**src/rtl/hog_bank_wr_arbiter.sv**
```systemverilog
// Bank write-port arbiter between the HOG result writer and host load path, with a per-bank
// one-entry skid register, a multi-mode test pixel generator and a host-stall counter.
module hog_bank_wr_arbiter #(
  parameter int unsigned          N_BANKS    = 4,
  parameter int unsigned          RAM_AW     = 17,
  parameter int unsigned          QN         = 10,
  parameter int unsigned          P_WIDTH    = 8,
  parameter int unsigned          RAMP_BITS  = 5,
  parameter logic [P_WIDTH-1:0]   TEST_CONST = P_WIDTH'(128)
) (
  input  logic                        aclk,
  input  logic                        rst,
  // result writer
  input  logic [N_BANKS-1:0]          res_en,
  input  logic [N_BANKS-1:0]          res_we,
  input  logic [N_BANKS*RAM_AW-1:0]   res_addr,
  input  logic [N_BANKS*QN-1:0]       res_din,
  // host initial-load path
  input  logic [N_BANKS-1:0]          host_en,
  input  logic [N_BANKS-1:0]          host_we,
  input  logic [N_BANKS*RAM_AW-1:0]   host_addr,
  input  logic [N_BANKS*P_WIDTH-1:0]  host_din,
  output logic [N_BANKS-1:0]          host_ready,
  // arbitrated bank ports
  output logic [N_BANKS-1:0]          bram_en,
  output logic [N_BANKS-1:0]          bram_we,
  output logic [N_BANKS*RAM_AW-1:0]   bram_addr,
  output logic [N_BANKS*QN-1:0]       bram_din,
  // pixel stream into hog_top
  input  logic [1:0]                  test_mode,
  input  logic [P_WIDTH-1:0]          p_in,
  input  logic                        p_valid_in,
  input  logic                        frame_done,
  output logic [P_WIDTH-1:0]          p_out,
  output logic                        p_valid_out,
  // statistics
  input  logic                        clr_stats,
  output logic [15:0]                 stall_cnt
);

  logic [N_BANKS-1:0]          hold_valid_q, hold_valid_d;
  logic [N_BANKS-1:0]          hold_we_q, hold_we_d;
  logic [N_BANKS*RAM_AW-1:0]   hold_addr_q, hold_addr_d;
  logic [N_BANKS*P_WIDTH-1:0]  hold_din_q, hold_din_d;

  logic [N_BANKS-1:0]          host_acc;
  logic [N_BANKS-1:0]          host_stall;
  logic                        any_stall;

  logic [15:0]                 stall_q, stall_d;
  logic [RAMP_BITS-1:0]        ramp_q, ramp_d;
  logic [P_WIDTH-1:0]          p_q, p_d;
  logic                        p_valid_q;

  assign host_ready = ~hold_valid_q;
  assign host_acc   = host_en & host_ready;
  assign host_stall = host_en & ~host_ready;
  assign any_stall  = |host_stall;

  // Later assignments override earlier ones: result > hold > host.
  always_comb begin
    for (int unsigned b = 0; b < N_BANKS; b++) begin
      bram_en[b]                 = host_en[b];
      bram_we[b]                 = host_en[b] & host_we[b];
      bram_addr[b*RAM_AW +: RAM_AW] = host_addr[b*RAM_AW +: RAM_AW];
      bram_din[b*QN +: QN]       = QN'(host_din[b*P_WIDTH +: P_WIDTH]);
      if (hold_valid_q[b]) begin
        bram_en[b]                 = 1'b1;
        bram_we[b]                 = hold_we_q[b];
        bram_addr[b*RAM_AW +: RAM_AW] = hold_addr_q[b*RAM_AW +: RAM_AW];
        bram_din[b*QN +: QN]       = QN'(hold_din_q[b*P_WIDTH +: P_WIDTH]);
      end
      if (res_en[b]) begin
        bram_en[b]                 = 1'b1;
        bram_we[b]                 = res_we[b];
        bram_addr[b*RAM_AW +: RAM_AW] = res_addr[b*RAM_AW +: RAM_AW];
        bram_din[b*QN +: QN]       = res_din[b*QN +: QN];
      end
    end
  end

  // An accepted access only needs parking when the result writer owns the port.
  always_comb begin
    hold_valid_d = hold_valid_q;
    hold_we_d    = hold_we_q;
    hold_addr_d  = hold_addr_q;
    hold_din_d   = hold_din_q;
    for (int unsigned b = 0; b < N_BANKS; b++) begin
      if (host_acc[b] && res_en[b]) begin
        hold_valid_d[b]                 = 1'b1;
        hold_we_d[b]                    = host_we[b];
        hold_addr_d[b*RAM_AW +: RAM_AW] = host_addr[b*RAM_AW +: RAM_AW];
        hold_din_d[b*P_WIDTH +: P_WIDTH] = host_din[b*P_WIDTH +: P_WIDTH];
      end else if (hold_valid_q[b] && !res_en[b]) begin
        hold_valid_d[b] = 1'b0;
      end
    end
  end

  always_ff @(posedge aclk or posedge rst) begin
    if (rst) begin
      hold_valid_q <= '0;
      hold_we_q    <= '0;
      hold_addr_q  <= '0;
      hold_din_q   <= '0;
    end else begin
      hold_valid_q <= hold_valid_d;
      hold_we_q    <= hold_we_d;
      hold_addr_q  <= hold_addr_d;
      hold_din_q   <= hold_din_d;
    end
  end

  always_comb begin
    stall_d = stall_q;
    if (clr_stats) begin
      stall_d = '0;
    end else if (any_stall && (stall_q != 16'hFFFF)) begin
      stall_d = stall_q + 16'd1;
    end
  end

  always_ff @(posedge aclk or posedge rst) begin
    if (rst) begin
      stall_q <= '0;
    end else begin
      stall_q <= stall_d;
    end
  end

  assign stall_cnt = stall_q;

  // Emitted pixel uses the pre-update ramp; frame_done beats a concurrent increment.
  always_comb begin
    ramp_d = ramp_q;
    if (frame_done) begin
      ramp_d = '0;
    end else if (p_valid_in) begin
      ramp_d = ramp_q + RAMP_BITS'(1);
    end
    case (test_mode)
      2'd1:    p_d = P_WIDTH'(ramp_q);
      2'd2:    p_d = TEST_CONST;
      default: p_d = p_in;
    endcase
  end

  always_ff @(posedge aclk or posedge rst) begin
    if (rst) begin
      ramp_q    <= '0;
      p_q       <= '0;
      p_valid_q <= 1'b0;
    end else begin
      ramp_q    <= ramp_d;
      p_q       <= p_d;
      p_valid_q <= p_valid_in;
    end
  end

  assign p_out       = p_q;
  assign p_valid_out = p_valid_q;

endmodule

```
**config.mk**
```make
export PLATFORM = sky130hd
export DESIGN_NAME = hog_bank_wr_arbiter
export DESIGN_NICKNAME = d
export VERILOG_FILES = /design/src/rtl/hog_bank_wr_arbiter.sv
export SDC_FILE = /design/constraint.sdc
export NUM_CORES = 1
export LEC_CHECK = 0
export ABC_AREA = 1
export CORE_MARGIN = 5
export CORE_UTILIZATION = 38
export CTS_BUF_LIST = sky130_fd_sc_hd__clkbuf_4 sky130_fd_sc_hd__clkbuf_8
export DETAILED_ROUTE_END_ITERATION = 16
export GPL_ROUTABILITY_DRIVEN = 0
export PLACE_DENSITY = 0.86
export RECOVER_POWER = 50
export SYNTH_ARGS = -nofsm -noshare
export SYNTH_HDL_FRONTEND = slang
export SYNTH_SLANG_ARGS = --single-unit
```
**constraint.sdc**
```tcl
create_clock -name aclk -period 4.3 [get_ports aclk]
set_input_delay 0.86 -clock aclk [delete_from_list [all_inputs] [get_ports aclk]]
set_output_delay 0.86 -clock aclk [all_outputs]
set_load 0.005 [all_outputs]
```
==> reports/results.ini <==
[timing]
fin_setup_tns_ps = 0
min_period_over_period_pct = 88.92
hold_viol_final = 0
slew_violations = 139
fin_skew_ps = 11.75
slew_headroom_pct = -25.26
fmax_ghz = 0.2615
rsz0062_at_grt = no
final-setup-viol-count = 0
tightest_slew_ps = 1879
fin_crit_ps = 3823

[flow_run]
drv_cap = 1

[critical_path]
startpoint_type = input port
rrSetupSlack_ps = 1480
worstPathArrival_ps = 2960
criticalPathCategory = input port to output port
cp_max_fo = 28
end_kind = output port
worstPathRequired_ps = 3440

[clocking]
clkLatencyLatePin_ps = 430
h-tree-depth = 4
clk_path_buf_depth = 2
cts_resized = 0
cts_sinks = 138
cts_setup_buffers = 0
numCtsBuffers = 17
cts_tree = yes
clockRootBuffer = clkbuf_8
holdBufCountCts = 0
cts.clk_slew.worst_paths_ps = 70

[layout]
mostFrequentLayoutCell = clkdlybuf4s50_1
fin_area_um2 = 12240
n_antenna_cell = 0
syn2layout_area_growth_pct = 56.73
final_cell_count_no_fill = 1586
layout_common_cells = clkdlybuf4s50_1, a21oi_1, nand2_1
layout-drive-gt1-share_pct = 12.54
fin_nets = 1546

[route]
drt_iter0_drc = 425
avgRoutedWirePerCell_um = 16.41
wl_um = 26030
ant_nets = 0
drt_pass1_iterations = 6
drc = 0
num_vias = 8078
viasPerCell = 5.093

[power_and_ir_drop]
pwr_density_cell_nw_per_um2 = 313.2
ir_drop_mv = 0.2111
p_leak_uw = 0.005389
finalPower_uw = 3834

[run_status]
violations = capacitance limit, slew limit
status = complete, but fails checks

[logic_synthesis]
synth-seq-cells = 138
syn-cell-area_um2 = 7810
synth_area_per_cell_um2 = 8.265
ys_warn_count = 0
syn-num-nets = 1188
ys_types = 24
syn_inst = 945
synth-seq-area-share_pct = 44.22

[floorplanning]
ios = 384
die_y_um = 153.4
core_um2 = 20230
rows = 52
die_w_um = 153.4
die_area_um2 = 23520
start_util_pct = 38.60

[global_route]
grt_max_degree = 139
grt_pass1_wl_um = 41590
grt_use_total_pct = 21.33
antenna_found_initial = 0
grt_pass1_vias = 8178
grt-ovfl-total = 0

[placed_design]
place_hpwl_um = 19450
port_buffers = 383
place_area_um2 = 11840
placedCellCount = 1554

[hold_path]
hp-class = register to register

synth_stat cells:
| master | n | share of area [%] |
|---|---|---|
| buf_12 | 1 | 0.26 |
| clkbuf_1 | 20 | 0.96 |
| buf_1 | 17 | 0.82 |
| nor3b_1 | 1 | 0.096 |
| nand2_1 | 182 | 8.7 |
| nand3_1 | 32 | 2.1 |
| inv_2 | 4 | 0.19 |
| o21ai_0 | 3 | 0.19 |
| dfrtp_1 | 138 | 44 |
| mux2_2 | 104 | 15 |
| nand2_2 | 10 | 0.80 |
| ha_1 | 4 | 0.64 |
| nor2_4 | 4 | 0.58 |
| nand2_4 | 1 | 0.14 |
| xor2_1 | 1 | 0.11 |
| nand4_1 | 14 | 1.1 |
| nor2_8 | 1 | 0.26 |
| nand3b_1 | 1 | 0.096 |
| inv_1 | 41 | 2.0 |
| nor2_1 | 128 | 6.2 |
| xnor2_1 | 2 | 0.22 |
| nand3_2 | 4 | 0.51 |
| a21oi_1 | 214 | 14 |
| buf_2 | 18 | 1.2 |
cells by family after synthesis:
family	Yosys count	share of synthesized area, %
AO/OA/AOI/OAI	217	13.91
multiplexers	104	15.00
adder cells (fa/ha/maj)	4	0.6408
flip-flops	138	44.22
AND/OR/NAND/NOR	378	20.55
XOR/XNOR	3	0.3365
buffers and inverters	101	5.351
final timing paths:
| path | startpoint | to | cells past startpoint |
|---|---|---|---|
| max | res_en[3] | bram_addr[60] | 5 |
| min | ramp_q[3]$_DFFE_PP0P_ | ramp_q[3]$_DFFE_PP0P_ | 1 |
| max reg2reg | hold_valid_q[1]$_DFFE_PP0P_ | stall_cnt[12]$_DFFE_PP0P_ | 8 |
| min reg2reg | ramp_q[3]$_DFFE_PP0P_ | ramp_q[3]$_DFFE_PP0P_ | 1 |
| max in group asynchronous | rst | hold_din_q[31]$_DFFE_PP0P_ | 3 |
| min in group asynchronous | rst | hold_addr_q[48]$_DFFE_PP0P_ | 3 |
metal layers:
| layer | up-vias | track usage (%) | routed length [um] |
|---|---|---|---|
| li1 | 3890 | - | - |
| met1 | 3845 | 24.56 | 9824 |
| met2 | 305 | 37.68 | 13540 |
| met3 | 38 | 6.559 | 2049 |
| met4 | 0 | 7.233 | 618 |
| met5 | - | 0 | 0 |
critical path, cell delays in order:
cell             delay (ps)
dlygate4sd3_1           580
inv_1                   650
nor2_1                   80
a21oi_1                 210
clkdlybuf4s50_1         580
where the power goes:
part / leakage, uW / total [uW] / internal (uW) / switching, uW
clock network: 0.000217 / 1200 / 661 / 536
logic: 0.00349 / 1030 / 628 / 405
registers: 0.00168 / 1600 / 1500 / 104
total: 0.00539 / 3830 / 2790 / 1050
final cells by class:
class / count / area (um^2)
fillers: 1708 / 7994
repair buffers: 395 / 3920
multi-input cells: 706 / 3910
flip-flops and latches: 138 / 3453
well taps: 270 / 337.8
clock buffers: 19 / 255.2
clock inverters: 13 / 191.4
inverters: 45 / 172.7
flip-flops by register name (all words and copies together) (netlist names):
name,cells
hold_addr_q,68
hold_din_q,32
stall_cnt,16
p_out,8
ramp_q,5
hold_valid_q,4
hold_we_q,4
p_valid_out,1
per-stage QoR:
stage          util [%]  setup WS [ps]  hold WS, ps
2_1_floorplan         -           1719        455.6
3_3_place_gp      58.51          815.2        479.8
3_5_place_dp      58.51          795.6        492.7
4_1_cts           60.72          790.7        504.3
5_1_grt           60.49          350.6        516.4
6_report          60.49          476.5        503.2
Power figures use the tool's default switching activity.
